===== config.mk =====
export PLATFORM = sky130hd
export DESIGN_NAME = frame_stream_reader
export DESIGN_NICKNAME = d
export VERILOG_FILES = /design/src/rtl/img_pkg.sv /design/src/rtl/pipe_delay.sv /design/src/rtl/frame_stream_reader.sv
export SDC_FILE = /design/constraint.sdc
export NUM_CORES = 1
export LEC_CHECK = 0
export ABC_AREA = 0
export CAP_MARGIN = 15
export CELL_PAD_IN_SITES_DETAIL_PLACEMENT = 0
export CELL_PAD_IN_SITES_GLOBAL_PLACEMENT = 1
export CORE_MARGIN = 5
export CORE_UTILIZATION = 39
export CTS_CLUSTER_SIZE = 28
export DETAILED_ROUTE_END_ITERATION = 6
export GPL_TIMING_DRIVEN = 0
export PLACE_DENSITY = 0.91
export SLEW_MARGIN = 10
export SYNTH_ARGS = -nofsm -noshare
export SYNTH_HDL_FRONTEND = slang
export SYNTH_SLANG_ARGS = --single-unit

===== constraint.sdc =====
create_clock -name clk -period 2.45 [get_ports clk]
set_input_delay 0.3675 -clock clk [delete_from_list [all_inputs] [get_ports clk]]
set_output_delay 0.3675 -clock clk [all_outputs]
set_load 0.02 [all_outputs]

===== src/rtl/img_pkg.sv =====
// Shared image-path constants and types for the frame-buffer readers and filters.
package img_pkg;

  localparam int unsigned ADDR_W         = 17;
  localparam int unsigned PIX_W          = 16;
  localparam int unsigned IMG_WIDTH_DEF  = 320;
  localparam int unsigned IMG_HEIGHT_DEF = 240;

  typedef struct packed {
    logic [4:0] r;
    logic [5:0] g;
    logic [4:0] b;
  } rgb565_t;

  typedef enum logic [1:0] {
    IDLE,
    READ,
    DRAIN
  } rd_state_t;

  // Counter width for a range of n values; never zero so 1-pixel dimensions still elaborate.
  function automatic int unsigned cnt_w(input int unsigned n);
    return (n > 1) ? $clog2(n) : 1;
  endfunction

endpackage


===== src/rtl/pipe_delay.sv =====
// Fixed-depth register chain with synchronous reset; DEPTH of 0 is a straight wire.
module pipe_delay #(
  parameter int unsigned WIDTH = 1,
  parameter int unsigned DEPTH = 1
) (
  input  logic             clk,
  input  logic             reset,
  input  logic [WIDTH-1:0] din,
  output logic [WIDTH-1:0] dout
);

  if (DEPTH == 0) begin : g_wire
    assign dout = din;
  end else begin : g_chain
    for (genvar s = 0; s < DEPTH; s++) begin : g_stage
      logic [WIDTH-1:0] q;
      if (s == 0) begin : g_first
        always_ff @(posedge clk) begin
          if (reset) begin
            q <= '0;
          end else begin
            q <= din;
          end
        end
      end else begin : g_next
        always_ff @(posedge clk) begin
          if (reset) begin
            q <= '0;
          end else begin
            q <= g_stage[s-1].q;
          end
        end
      end
    end
    assign dout = g_stage[DEPTH-1].q;
  end

endmodule


===== src/rtl/frame_stream_reader.sv =====
// Replays one RGB565 frame from a frame-buffer BRAM in raster order as a single-cycle
// we/wAddr/wData pixel stream, paced by hold and bracketed by start/done.
module frame_stream_reader
  import img_pkg::*;
#(
  parameter int unsigned IMG_WIDTH  = IMG_WIDTH_DEF,
  parameter int unsigned IMG_HEIGHT = IMG_HEIGHT_DEF,
  parameter int unsigned RD_LATENCY = 1
) (
  input  logic              clk,
  input  logic              reset,
  input  logic              start,
  input  logic              hold,
  output logic              busy,
  output logic              done,
  output logic              rd_en,
  output logic [ADDR_W-1:0] rAddr,
  input  logic [PIX_W-1:0]  rData,
  output logic              we,
  output logic [ADDR_W-1:0] wAddr,
  output logic [PIX_W-1:0]  wData,
  output logic              eol,
  output logic              eof
);

  localparam int unsigned COL_W = cnt_w(IMG_WIDTH);
  localparam int unsigned ROW_W = cnt_w(IMG_HEIGHT);
  localparam logic [COL_W-1:0] COL_LAST = COL_W'(IMG_WIDTH - 1);
  localparam logic [ROW_W-1:0] ROW_LAST = ROW_W'(IMG_HEIGHT - 1);
  localparam int unsigned TAG_W = ADDR_W + 3;

  rd_state_t         state_q;
  logic [ADDR_W-1:0] addr_q;
  logic [COL_W-1:0]  col_q;
  logic [ROW_W-1:0]  row_q;
  logic              col_end;
  logic              frame_end;

  logic [TAG_W-1:0]  tag_in;
  logic [TAG_W-1:0]  tag_out;
  logic              tag_valid;
  logic [ADDR_W-1:0] tag_addr;
  logic              tag_eol;
  logic              tag_eof;

  logic              we_q;
  logic [ADDR_W-1:0] waddr_q;
  rgb565_t           wdata_q;
  logic              eol_q;
  logic              eof_q;

  // Line/frame boundaries come from the row/column counters, not the flat address.
  assign col_end   = (col_q == COL_LAST);
  assign frame_end = col_end && (row_q == ROW_LAST);

  assign rd_en = (state_q == READ) && !hold;
  assign rAddr = addr_q;
  assign busy  = (state_q != IDLE);

  always_ff @(posedge clk) begin
    if (reset) begin
      state_q <= IDLE;
      addr_q  <= '0;
      col_q   <= '0;
      row_q   <= '0;
    end else begin
      unique case (state_q)
        IDLE: begin
          if (start) begin
            state_q <= READ;
            addr_q  <= '0;
            col_q   <= '0;
            row_q   <= '0;
          end
        end
        READ: begin
          if (!hold) begin
            if (frame_end) begin
              state_q <= DRAIN;
              addr_q  <= '0;
              col_q   <= '0;
              row_q   <= '0;
            end else begin
              addr_q <= addr_q + 1'b1;
              if (col_end) begin
                col_q <= '0;
                row_q <= row_q + 1'b1;
              end else begin
                col_q <= col_q + 1'b1;
              end
            end
          end
        end
        DRAIN: begin
          if (we_q && eof_q) begin
            state_q <= IDLE;
          end
        end
        default: state_q <= IDLE;
      endcase
    end
  end

  // Read tags travel alongside the BRAM so they line up with rData.
  assign tag_in = {rd_en, addr_q, col_end, frame_end};

  pipe_delay #(
    .WIDTH(TAG_W),
    .DEPTH(RD_LATENCY)
  ) u_tag_delay (
    .clk  (clk),
    .reset(reset),
    .din  (tag_in),
    .dout (tag_out)
  );

  assign {tag_valid, tag_addr, tag_eol, tag_eof} = tag_out;

  always_ff @(posedge clk) begin
    if (reset) begin
      we_q    <= 1'b0;
      waddr_q <= '0;
      wdata_q <= '0;
      eol_q   <= 1'b0;
      eof_q   <= 1'b0;
    end else begin
      we_q  <= tag_valid;
      eol_q <= tag_valid && tag_eol;
      eof_q <= tag_valid && tag_eof;
      if (tag_valid) begin
        waddr_q <= tag_addr;
        wdata_q <= rgb565_t'(rData);
      end
    end
  end

  assign we    = we_q;
  assign wAddr = waddr_q;
  assign wData = wdata_q;
  assign eol   = eol_q;
  assign eof   = eof_q;
  assign done  = we_q && eof_q;

endmodule

Word level (Yosys, flattened, before mapping) --
Cells that the tools add are included.
Cells by class: reductions and logical operators 12, div/mod/pow operators 0, $add $sub $neg 3, shift-type cells 0, eq/ne operators 9, order comparisons 0, bitwise gates (word level) 0, multiply operators 0, multiplexer cells 19
Operators by type and width (count):
- $mux W17 | 3
- $mux W9 | 4
- $pmux W17 S2 | 1
- $mux W8 | 4
- $pmux W9 S2 | 1
- $add A17 B1 Y17 const B | 1
- $pmux W8 S2 | 1
- $add A9 B1 Y9 const B | 1
- $eq A9 B9 Y1 const B | 1
- $add A8 B1 Y8 const B | 1
- $eq A8 B8 Y1 const B | 1
- $mux W2 | 4
- $ne A2 B2 Y1 const B | 4
- $reduce_and A4 Y1 | 2
- $pmux W2 S3 | 1
- $logic_and A1 B1 Y1 | 5
- $reduce_bool A2 Y1 | 2
- $ne A3 B3 Y1 const B | 1
- $reduce_and A3 Y1 | 1
- $eq A2 B1 Y1 const B | 1
- $eq A2 B2 Y1 const B | 1
- $logic_not A2 Y1 | 1
- $logic_not A1 Y1 | 1
Word-level totals: bits in latches 0, bits of input ports 20, flip-flop bits (word level) 92, RAM bits 0, output and inout port bits 56, logic and storage cells 55, ROM bits 0, memories kept 0

Longest topological paths before layout --
Gate-level depths: netlist of run 1.
depth after elaboration 5, mapped depth 7, depth with buffers taken out 6

Cells and area by module --
A second synthesis of run 1 with hierarchy kept.
Second synthesis, totals: cell total of the unflattened synthesis 401, area, all modules 3916.3 um^2
Modules (own cells, without submodules):
- frame_stream_reader | area each 3298.2 um^2, times used 1, cells each 359
- pipe_delay | area each 618.1 um^2, times used 1, cells each 42

Worst setup path after synthesis of run 1 --
No wires, ideal clock.
path type reg2reg, start point reg col_q[0], end point reg addr_q[4], in the netlist rAddr[4], buffers on the path 1, period minus slack after synthesis 1.715 ns, setup slack 0.735 ns, arrival 1.597 ns, stages on the path, launching flop included 8, data required time 2.332 ns, path through dfxtp_1 > ha_1 > nand4_1 > nor4_4 > nor2_4 > nor2_4 > buf_12 > nor2_4
On the way: longest elaborated chain between the ends 5
Ends and longest elaborated chain:
- start, declared | line frame_stream_reader.sv:34 | logic [COL_W-1:0] col_q;
- start signal, assigned | line frame_stream_reader.sv:89 | col_q <= col_q + 1'b1;
- $eq A9 B9 Y1 | line frame_stream_reader.sv:53 | assign col_end = (col_q == COL_LAST);
- $logic_and A1 B1 Y1 | line frame_stream_reader.sv:54 | assign frame_end = col_end && (row_q == ROW_LAST);
- $mux W17 | line frame_stream_reader.sv:78 | if (frame_end) begin
- $mux W17 | line frame_stream_reader.sv:77 | if (!hold) begin
- $pmux W17 S2 | line frame_stream_reader.sv:67 | unique case (state_q)
- end signal, assigned | line frame_stream_reader.sv:84 | addr_q <= addr_q + 1'b1;
- end, declared | line frame_stream_reader.sv:33 | logic [ADDR_W-1:0] addr_q;
Every way passes these cells. The select of a mux whose other input is x is not followed. A chain may end at the register's enable or synchronous reset.

Worst setup path in the final report of run 1 --
start point reg state_q[1], end point out rd_en
On the way: longest elaborated chain between the ends 2
Ends and longest elaborated chain:
- start, declared | line frame_stream_reader.sv:32 | rd_state_t state_q;
- start signal, assigned | line frame_stream_reader.sv:62 | state_q <= IDLE;
- start signal, assigned | line frame_stream_reader.sv:70 | state_q <= READ;
- start signal, assigned | line frame_stream_reader.sv:79 | state_q <= DRAIN;
- $eq A2 B1 Y1 | line frame_stream_reader.sv:56 | assign rd_en = (state_q == READ) && !hold;
- $logic_and A1 B1 Y1 | line frame_stream_reader.sv:56
- end, declared | line frame_stream_reader.sv:16 | output logic rd_en,
Every way passes these cells.

==> metrics.yaml, run 1 <==
arrival_ns: 1.67
fp.dieH_um: 107.7
setup_ws_ns: 0.4154
rsz0062_at_grt: "false"
cts_root_buf: "clkbuf_8"
place_inst: 572
clk_latency_ns: 0.36
hold_start: "u_tag_delay.dout[0]"
rr_endpoint: "rAddr[9]"
skew_ns: 0.01195
drt-total-wl_um: 8255
synthArstFlopShare_pct: 0
avgSynthCellArea_um2: 10.11
r2r_cells: 7
cellLeakagePower_nw: 1.695
fin_util_pct: 51.86
grt_antenna_before_repair: 0
finalHoldViolations: 0
start_kind: "flop"
hold_class: "flop to flop"
netlist_instances: 368
path_depth: 4
fmax_ghz: 0.4915
rows: 35
fin_crit_sh_pct: 83.05
synth-edff-count: 0
cp-end-kind: "output pin"
drtIter0Drc: 126
yosys_warnings: 0
critical_path_class: "flop to output pin"
ff2ff_setup_slack_ns: 0.49
max_slew_margin_pct: 57.41
synthFlopType: "dfxtp_1"
critical_path.cell_chain: "nand2b_1, buf_2, nor2_1, dlymetal6s2s_1"
syn_to_final_growth_pct: 29.43
ant_nets: 0
dr.pass1.iters: 4
slowest_delay_ns: 0.41
crit_buf_inv: 2
timing.max_cap.violations: 0
clock_sinks: 92
fin_cells: 588
hold_end: "eof"
cts_tree: "yes"
postCtsSetupRepairBufs: 0
netlist_area_um2: 3720
seq_area_frac_synth_pct: 49.51
die_x_um: 107.7
worst_slew_pin_slew_ns: 0.6388
finalMaxSlewViolations: 0
grt.overflow.total: 0
post-dp-hpwl_um: 6141
nets: 477
cp_max_fo: 10
cts_made_buffers: 9
cp.required_ns: 2.08
htreeDepth: 3
status: "finished clean"
setup_tns_ns: 0
clkTransAtPathRegs_ns: 0.10
synth_top_area_share_pct: 49.51
power_density_nw_per_um2: 563.9
wl_per_cell_um: 14.04
max-vdd-ir-drop_mv: 0.2309
cp-startpoint: "state_q[1]"
route.detailed.drc: 0
use_met3_pct: 2.699
vias: 2864
grt_pass1_wl_um: 13370
drive_above_1_share_pct: 11.55
io_pins: 76
grt_max_degree: 18
ys_seq_elements: 92
cts_hold_buf: 0
cp_top_family: "buffers and inverters"
cts_buffer_depth: 2
initial_core_util_pct: 40.07
io_buffers: 75
syn_nets: 391
busiest_layer: "met2"
ys_top_cells_by_area: "dfxtp_1, mux2i_1, nor2_1"
power_mw: 2.715
r2r-start: "col_q[0]"
period_minus_slack_ns: 2.035
globalRouteMet2Util_pct: 24.82
ctsResizeCount: 0
grt_usage_pct: 14.63
use_met1_pct: 17.07
setup_viol: 0
yosysUniqueCellTypes: 51
worstHoldPathCells: 1
n_antenna_cell: 0
critPathSlowestCell: "dfxtp_1"
grt_pass1_vias: 2794
synth_top_area_cell: "dfxtp_1"
globalplace.congestion: 0.8544
die_area_um2: 11590
coreArea_um2: 9284
via_per_inst: 4.871
dpl_worst_slack_ns: 0.2089
[worst reg2reg max path: stages, from the launching register on]
cell and delay (ns):
dfxtp_1 0.40, ha_1 0.24, nand4_1 0.23, nor4_4 0.43, buf_6 0.21, inv_2 0.07, a41oi_1 0.19, a311oi_1 0.07
[registers in the layout, indices dropped and copies added, names as in the netlist]
| register | cells |
|---|---|
| state_q | 2 |
| eol | 1 |
| wAddr | 17 |
| rAddr | 17 |
| row_q | 8 |
| we | 1 |
| col_q | 9 |
| eof | 1 |
| u_tag_delay.dout | 20 |
| wData | 16 |
[kinds of logic after synthesis]
family                   count (synthesis)  share of synthesized area [%]
adder cells (fa/ha/maj)                  3                          1.009
AND/OR/NAND/NOR                        162                          25.60
XOR/XNOR                                19                          4.474
flip-flops                              92                          49.51
AO/OA/AOI/OAI                           38                          7.232
buffers and inverters                   20                          3.027
multiplexers                            34                          9.149
[power breakdown]
part           leakage [nW]  internal, mW  switching, mW  total (mW)
registers             0.742          1.51         0.0148        1.53
clock network        0.0927         0.389          0.547       0.936
logic                 0.860         0.106          0.147       0.253
[cell type report]
| cell class | count | area, um2 |
|---|---|---|
| buffer | 18 | 105.1 |
| clock buffer | 10 | 127.6 |
| clock inverter | 6 | 52.55 |
| fill | 850 | 4469 |
| inverter | 2 | 7.507 |
| multi-input combinational | 256 | 1765 |
| sequential | 92 | 1842 |
| tap | 129 | 161.4 |
| timing repair buffer | 75 | 753.2 |
[placed cells by master, fill, tap and decap left out, types with 3 or more instances in the layout]
cell type	count
a21oi_1	9
a311oi_1	3
and2_1	4
and3_1	6
buf_2	5
clkbuf_1	8
clkbuf_8	9
clkdlybuf4s50_1	74
dfxtp_1	92
ha_1	3
inv_6	5
mux2i_1	34
nand2_1	14
nand3_1	21
nand4_1	7
nand4b_1	4
nor2_1	53
nor2_4	12
nor2b_1	19
nor3_1	5
o21ai_1	9
xor2_1	18
[cell usage after synthesis, drive strengths merged (7+ instances only)]
cell type	instances
a21oi	9
mux2i	34
nor2b	19
nand2	14
nor3	7
and3	7
dfxtp	92
xor2	18
o21ai	12
nand3	22
clkbuf	7
nor2	65
nand4	7
buf	11
[metrics by stage]
step	hold slack [ns]	area [um2]
CTS	0.4304	4812
detailed placement	0.4097	4632
global placement	0.4146	4632
global route	0.4432	4815
finish	0.4276	4815
floorplan	0.4057	3720
[routing by layer]
metal	share of wire (%)	routed length, um
met1	44	3633
met2	48	3955
met3	5.0	414
met4	3.1	252
met5	0	0
[how the worst max path moves through the flow]
| stage | slack (ns) | to |
|---|---|---|
| after floorplan | 0.73 | rAddr[4] |
| after global placement | 0.23 | row_q[6] |
| after detailed placement | 0.21 | rAddr[5] |
| after CTS | 0.03 | rd_en |
| after global routing | 0.35 | rd_en |
| final | 0.42 | rd_en |
(Power assumes the default switching activity.)
==> inputs of run 2 (changes only) <==
==> constraint.sdc (replaced) <==
create_clock -name clk -period 1.95 [get_ports clk]
set_input_delay 0.2925 -clock clk [delete_from_list [all_inputs] [get_ports clk]]
set_output_delay 0.2925 -clock clk [all_outputs]
set_load 0.02 [all_outputs]
==> run 2 against run 1 <==
Net effect: die area unchanged; critical path depth rose by 3; clock power is 26% higher; routed wire length grew 2.3%; combinational power grew 36%; clock-buffer cell count stayed put; power up 27%; critical path type is now flop to flop.
==> metrics.yaml, run 2 (synthesized netlist as in run 1, its figures left out) <==
status: "finished clean"  # unchanged
io_pins: 76  # unchanged
finalHoldViolations: 0  # unchanged
drtIter0Drc: 107  # was 126
rows: 35  # unchanged
cts_tree: "yes"  # unchanged
dr.pass1.iters: 4  # unchanged
die_x_um: 107.7  # unchanged
cp-end-kind: "flop"  # was output pin
r2r-start: "col_q[0]"  # unchanged
post-dp-hpwl_um: 6141  # unchanged
seqCellArea_um2: 1847  # was 1842 um2
cp_max_fo: 5  # was 10
grt_pass1_vias: 2794  # unchanged
power_density_nw_per_um2: 703.3  # was 563.9 nW/um2
cellLeakagePower_nw: 1.709  # was 1.695 nW
skew_ns: 0.01195  # about the same
grt_pass1_wl_um: 13370  # unchanged
drive_above_1_share_pct: 14.01  # was 11.55%
cp.required_ns: 2.21  # was 2.08 ns
grt_max_degree: 18  # unchanged
nFillCells: 845  # was 850
setup_viol: 0  # unchanged
whs_ns: 0.4291  # was 0.4276 ns
worstHoldPathCells: 1  # unchanged
htreeDepth: 3  # unchanged
ant_nets: 0  # unchanged
nets: 482  # was 477
cts_buffer_depth: 2  # unchanged
syn_to_final_growth_pct: 31.62  # was 29.43%
cts_root_buf: "clkbuf_8"  # unchanged
vias: 2896  # was 2864
hold_end: "eof"  # unchanged
start_kind: "flop"  # unchanged
critical_path_class: "flop to flop"  # was flop to output pin
period_minus_slack_ns: 1.904
n_antenna_cell: 0  # unchanged
fin_cells: 593  # was 588
initial_core_util_pct: 40.07  # unchanged
globalplace.congestion: 0.8544  # unchanged
io_buffers: 75  # unchanged
multi_input_area_um2: 1788  # was 1765 um2
clock_sinks: 92  # unchanged
r2r_cells: 7  # unchanged
fmax_ghz: 0.5253
hold_start: "u_tag_delay.dout[0]"  # unchanged
worst_slew_pin_slew_ns: 0.6525  # was 0.6388 ns
grt.overflow.total: 0  # unchanged
clk_latency_ns: 0.37  # was 0.36 ns
coreArea_um2: 9284  # unchanged
fin_crit_sh_pct: 97.62
grt_usage_pct: 14.63  # unchanged
route.detailed.drc: 0  # unchanged
grt_antenna_before_repair: 0  # unchanged
largest_reg_flops: 20  # unchanged
wl_per_cell_um: 14.24  # was 14.04 um
rr_endpoint: "rAddr[4]"  # was rAddr[9]
ff2ff_setup_slack_ns: 0.05  # was 0.49 ns
place_inst: 572  # unchanged
hold_class: "flop to flop"  # unchanged
die_area_um2: 11590  # unchanged
clkTransAtPathRegs_ns: 0.10  # about the same
finalMaxSlewViolations: 0  # unchanged
drt-total-wl_um: 8442  # was 8255 um
final_cell_mix: "dfxtp_1, clkdlybuf4s50_1, nor2_1"  # unchanged
cts_made_buffers: 9  # unchanged
place_area_um2: 4632  # unchanged
max_slew_margin_pct: 56.50  # was 57.41%
setup_tns_ns: 0  # unchanged
via_per_inst: 4.884  # was 4.871
power_mw: 3.443  # was 2.715 mW
max-vdd-ir-drop_mv: 0.2950  # was 0.2309 mV
fp.dieH_um: 107.7  # unchanged
arrival_ns: 2.16  # was 1.67 ns
timing.max_cap.violations: 0  # unchanged
final_area_um2: 4896  # was 4815 um2
cts_hold_buf: 0  # unchanged
layout_commonest_cell: "dfxtp_1"  # unchanged
-- run 2: power breakdown --
part | internal (mW) | total (mW) | switching, mW
registers | 1.90 | 1.92 | 0.0197
logic | 0.151 | 0.343 | 0.192
clock network | 0.489 | 1.18 | 0.693
total | 2.54 | 3.44 | 0.905
-- run 2: layout make-up --
cell class              count  area share, %
plain buffers              18          2.147
clock buffers              10          2.607
clock inverters             6          1.073
inverters                   2         0.1533
multi-input cells         256          36.52
flip-flops and latches     92          37.72
well taps                 129          3.297
repair buffers             80          16.48
-- run 2: worst max-delay path, stage by stage (launching register included) --
cell	delay, ns
dfxtp_2	0.39
ha_4	0.16
nand4_1	0.19
nor4_4	0.46
nor2_4	0.11
nor2_4	0.24
clkbuf_16	0.22
nor2_4	0.04
-- run 2: metrics by stage --
| step | worst slack (ns) | util (%) |
|---|---|---|
| detailed placement | -0.2161 | 49.89 |
| global placement | -0.1985 | 49.89 |
| global route | -0.02173 | 52.74 |
| finish | 0.04639 | 52.74 |
| CTS | 0.006699 | 51.87 |
| floorplan | 0.2348 | - |
-- run 2: per-layer routing --
layer | vias to the layer above | wire length (um) | global-route usage [%] | share of wire [%]
li1 | 1457 | - | - | -
met1 | 1321 | 3682 | 17.07 | 44
met2 | 95 | 4034 | 24.82 | 48
met3 | 23 | 456 | 2.699 | 5.4
met4 | 0 | 269 | 8.747 | 3.2
met5 | - | 0 | 0 | 0
-- run 2: worst max path at each step --
stage | from | endpoint | slack, ns | cells past startpoint
after detailed placement | reset | rAddr[5] | -0.22 | 4
final | col_q[0] | rAddr[4] | 0.05 | 7
after global placement | hold | row_q[6] | -0.20 | 8
after floorplan | col_q[0] | rAddr[4] | 0.23 | 7
after CTS | state_q[1] | busy | 0.007 | 2
after global routing | hold | row_q[6] | -0.02 | 8
-- run 2: repair_timing --
item	4_1_cts	5_1_grt
setup endpoints to repair	9	22
setup buffers	0	4
cloned	0	1
pin swaps	1	4
resized for setup	4	7
==> RTL edit 1: new RTL, config.mk and constraints of run 1 <==
Put a register stage on the outputs `busy` and `done`, cleared by the reset. The values now appear one clock later. The other outputs are not delayed to match.
--- a/src/rtl/frame_stream_reader.sv
+++ b/src/rtl/frame_stream_reader.sv
@@ -56,5 +56,4 @@
   assign rd_en = (state_q == READ) && !hold;
   assign rAddr = addr_q;
-  assign busy  = (state_q != IDLE);
 
   always_ff @(posedge clk) begin
@@ -140,5 +139,13 @@
   assign eol   = eol_q;
   assign eof   = eof_q;
-  assign done  = we_q && eof_q;
+  always_ff @(posedge clk) begin
+    if (reset) begin
+      busy <= '0;
+      done <= '0;
+    end else begin
+      busy <= (state_q != IDLE);
+      done <= we_q && eof_q;
+    end
+  end
 
 endmodule
Behaviour: not the same (Yosys sat finds a counterexample within 4 cycles, from zero or initial values and one cycle with reset high).
==> RTL edit 1 against run 1 <==
  * Non-clock buffer count up 4
  * Maximum frequency decreased by 11%
  * Worst setup slack worse by 260 ps
  * Register-to-register slack worse by 120 ps
  * Utilization grew 0.054 points
  * Wire length rose by 9.1%
  * Design area grew 0.10%
  * Total power up 4.2%
  * Die area barely moved
  * Synthesized area up 0.10%
  * Sequential cell count increased by 2
  * Critical endpoint unchanged
  * Largest power group unchanged
==> RTL edit 1: results (changes against run 1) <==
outcome: "finished, final reports clean"
place.gp.congestion: 0.846  # -1.0%
grt_pass1_vias: 2987  # +6.9%
seq_cells: 94  # +2.2%
clk_pin_slew_ps: 100  # about the same
grt_max_degree: 19  # +1
yosys-top-cells-count: "dfxtp_1, nor2_1, mux2i_1"
slowest_delay_ps: 480  # +70 ps
intPower_w: 0.00205  # +2.3%
ys_seq_area_share_pct: 50.5  # +1.0 points
peakVddDrop_uv: 321  # +39%
drt_iter0_drc: 145  # +15%
n_clock_buffer: 9  # -1
fin_cells: 607  # +3.2%
cp_slowest_cell: "clkdlybuf4s50_1"
critPathLaunch: "hold"
synth_area_per_cell_sq_um: 9.62  # -4.8%
hold_path_startpoint: "u_tag_delay.dout[1]"
synth.area.top_cells: "dfxtp_1, mux2i_1, nor2_1, a21oi_1, nor2b_1"
critPathMaxFanout: 6  # -4
drive_gt1_share_pct: 6.28  # -5.3 points
grt_pass1_wl_microns: 15000  # +12%
nets: 496  # +4.0%
n_all_buffers: 97  # +4.3%
nFillCells: 864  # +1.6%
synth_cell_types: 48  # -5.9%
track_usage_pct: 15.9  # +1.3 points
critPathArrivalTime_ps: 1920  # +250 ps
synth_edf_count: 0  # unchanged
buffer_area_share_pct: 17.6  # -0.25 points
clk_share_pct: 3.84  # +0.10 points
p_leak_nw: 1.60  # -5.4%
inv_count: 7  # +5
syn_nets: 410  # +4.9%
vias_per_cell: 5.23  # +7.3%
dp_hpwl_microns: 6640  # +8.0%
multi_input_area_sq_mm: 0.00172  # -2.7%
skew_ps: 10.6  # -1.39 ps
post_drt_wl_per_cell_microns: 14.8  # +5.7%
tightest_slew_ps: 886  # +247 ps
multi_input_gates: 264  # +3.1%
dpl.cell_count: 591  # +3.3%
seq_area_sq_mm: 0.00188  # +2.2%
## RTL edit 1: cell families after synthesis
group                      count (synthesis)  synth area share, %
and+or+nand+nor                          154                 22.6
DFF                                       94                 50.5
AOI/OAI and AO/OA                         67                 11.9
muxes                                     34                 9.14
buffers and inverters                     29                 3.33
xor gates and xnor gates                   6                 1.41
adders and majority gates                  3                 1.01
## RTL edit 1: per-stage QoR
stage	utilization (%)	hold WS (ps)	instance area [sq um]	setup WS, ps
global placement	49.9	415	4640	-115
detailed placement	49.9	416	4640	-130
CTS	51.9	441	4820	127
floorplan	-	406	3720	567
finish	51.9	437	4820	159
global route	51.9	459	4820	41.0
## RTL edit 1: power groups by stage
stage,Clock [W],Sequential [W],Combinational [W]
final,0.000973,0.00156,0.000295
after global routing,0.00106,0.00156,0.000321
after CTS,0.000995,0.00156,0.000295
after detailed placement,0,0.00160,0.000294
after global placement,0,0.00160,0.000291
after floorplan,0,0.00161,0.000162
## RTL edit 1: routing by layer
metal	vias to the layer above	GRT usage (%)	wire [microns]	share of wire, %
met2	80	26.2	4330	48
met5	-	0	0	0
met1	1514	20.8	4100	46
met4	0	5.59	125	1.4
li1	1570	-	-	-
met3	9	2.88	450	5.0
## RTL edit 1: what timing repair did
item | CTS | global route
endpoints found under the setup margin | 1 | 0
gates resized for setup | 1 | 0
buffers inserted | 0 | 0
## RTL edit 1: worst max-delay path, delay by kind of cell
kind	cells	cell delay (ps)
simple gates	1	370
buf+inv	4	1190
## RTL edit 1: worst paths after layout
kind | to | slack (ps) | cells past startpoint
worst min register to register | eol | 440 | 1
worst max-delay path | rd_en | 160 | 5
worst max register to register | row_q[2] | 370 | 6
worst min-delay path | eol | 440 | 1
==> RTL edit 2: new RTL, settings of run 1 <==
Without the edit above. Change the parameter `RD_LATENCY` from 1 to 2.
--- a/src/rtl/frame_stream_reader.sv
+++ b/src/rtl/frame_stream_reader.sv
@@ -6,5 +6,5 @@
   parameter int unsigned IMG_WIDTH  = IMG_WIDTH_DEF,
   parameter int unsigned IMG_HEIGHT = IMG_HEIGHT_DEF,
-  parameter int unsigned RD_LATENCY = 1
+  parameter int unsigned RD_LATENCY = 2
 ) (
   input  logic              clk,
Behaviour: not the same (a bounded check fails within 4 cycles, from zero or initial values and one cycle with reset high).
==> RTL edit 2 against run 1 <==
  * Critical path depth unchanged
  * Design area increased by 10%
  * Utilization decreased by 0.94 points
  * First-iteration DRC count increased by 120%
  * Combinational power decreased by 20%
  * Maximum frequency decreased by 7.6%
  * Total power increased by 15%
  * Count of clock-buffer cells in the layout decreased by 1
  * Sequential cell count increased by 20
  * Wire length increased by 12%
  * Worst setup slack got worse by 170 ps
  * Synthesized area increased by 12%
  * Largest power group unchanged
  * Highest routed layer unchanged
==> RTL edit 2: results (changes against run 1) <==
outcome: "finished, final reports clean"
peakVddDrop_uv: 366  # +58%
place.gp.congestion: 0.819  # -4.2%
grt_max_degree: 22  # +4
postCtsSetupBuffers: 0  # unchanged
tightest_slew_ps: 577  # -61.6 ps
rrSetupSlack_ps: 330  # -160 ps
yosys-top-cells-count: "dfxtp_1, nor2_1, nor2b_1"
clock_latency_ps: 370
globalRouteMet2Util_pct: 24.2  # -0.60 points
nets: 533  # +12%
grt_util_met3_pct: 3.71  # +1.0 points
p_leak_nw: 1.76  # +3.7%
grt_pass1_vias: 3034  # +8.6%
syn_nets: 447  # +14%
grt_pass1_wl_microns: 15400  # +15%
vias: 3311  # +16%
ys_async_sr_fraction_pct: 0  # unchanged
synth.area.top_cells: "dfxtp_1, mux2i_1, nor2b_1, nor2_1, a21oi_1"
drive_gt1_share_pct: 5.63  # -5.9 points
dp_hpwl_microns: 6920  # +13%
use_met1_pct: 18.8  # +1.7 points
synth_cell_types: 48  # -5.9%
post_drt_wl_per_cell_microns: 14.2  # +0.94%
clk_pin_slew_ps: 110
port_buffers: 75  # unchanged
hp-class: "reg -> reg"
critPathArrivalTime_ps: 1830  # +160 ps
whs_ps: 442  # +14.7 ps
slowest_delay_ps: 460  # +50 ps
skew_ps: 14.1  # +2.13 ps
ys_seq_area_share_pct: 53.6  # +4.1 points
track_usage_pct: 14.5  # -0.11 points
drt_iter0_drc: 273  # +120%
RTL edit 2: changes by cell type after synthesis, sizes merged, moves of 5 or more:
cell	before	now
or4	0	10
xnor2	1	8
a2111oi	1	7
dfxtp	92	112
a21oi	9	22
or3	0	7
xor2	18	0
inv	2	7
nor2b	19	37
nor2	65	43
RTL edit 2: where the power goes:
group	switching, W	internal, W	total, W
Clock	0.000665	0.000402	0.00107
Combinational	0.000122	0.0000795	0.000202
Sequential	0.0000117	0.00183	0.00184
Total	0.000799	0.00231	0.00311
RTL edit 2: repair_timing:
item / CTS / global route
cloned: 0 / 0
hold buffers: 0 / 0
setup endpoints to repair: 1 / 1
resized for setup: 1 / 2
hold endpoints to repair: 0 / 0
RTL edit 2: routing by layer:
layer,routed length (microns),up-vias
li1,-,1670
met1,4050,1526
met2,4440,99
met3,615,16
met4,123,0
met5,0,-
RTL edit 2: layout make-up:
cell class,instances,area [sq um]
buffer,23,103
clock buffer,9,124
clock inverter,7,75.1
fill,932,5110
inverter,7,26.3
multi-input combinational,282,1810
sequential,112,2240
tap,136,170
timing repair buffer,75,749
RTL edit 2: path summary, 6_finish.rpt:
check | from | end | cells after the start
max | state_q[0] | rd_en | 4
min | u_tag_delay.g_chain.g_stage[0].q[8] | u_tag_delay.dout[8] | 1
max reg2reg | col_q[0] | row_q[7] | 6
min reg2reg | u_tag_delay.g_chain.g_stage[0].q[8] | u_tag_delay.dout[8] | 1
RTL edit 2: kinds of logic after synthesis:
logic type / share of synthesized area, %
AOI/OAI and AO/OA: 9.63
xor gates and xnor gates: 1.67
adders and majority gates: 0.897
buffers and inverters: 3.05
DFF: 53.6
muxes: 8.13
and+or+nand+nor: 23.0
RTL edit 2: stage by stage:
| stage | cell area, sq um | setup slack (ps) | instances | TNS (ps) | total power (W) |
|---|---|---|---|---|---|
| finish | 5300 | 248 | 651 | 0 | 0.00311 |
| global route | 5300 | 132 | 651 | 0 | 0.00324 |
| CTS | 5300 | 122 | 651 | 0 | 0.00313 |
| detailed placement | 5100 | 7.05 | 635 | 0 | 0.00209 |
| global placement | 5100 | -22.5 | 635 | -22.5 | 0.00208 |
| floorplan | 4180 | 726 | 424 | 0 | 0.00200 |
RTL edit 2: critical path: cells and delay by family (launching register included):
family        cells  cell delay [ps]
flops             1              460
simple gates      1              410
buf+inv           3              610
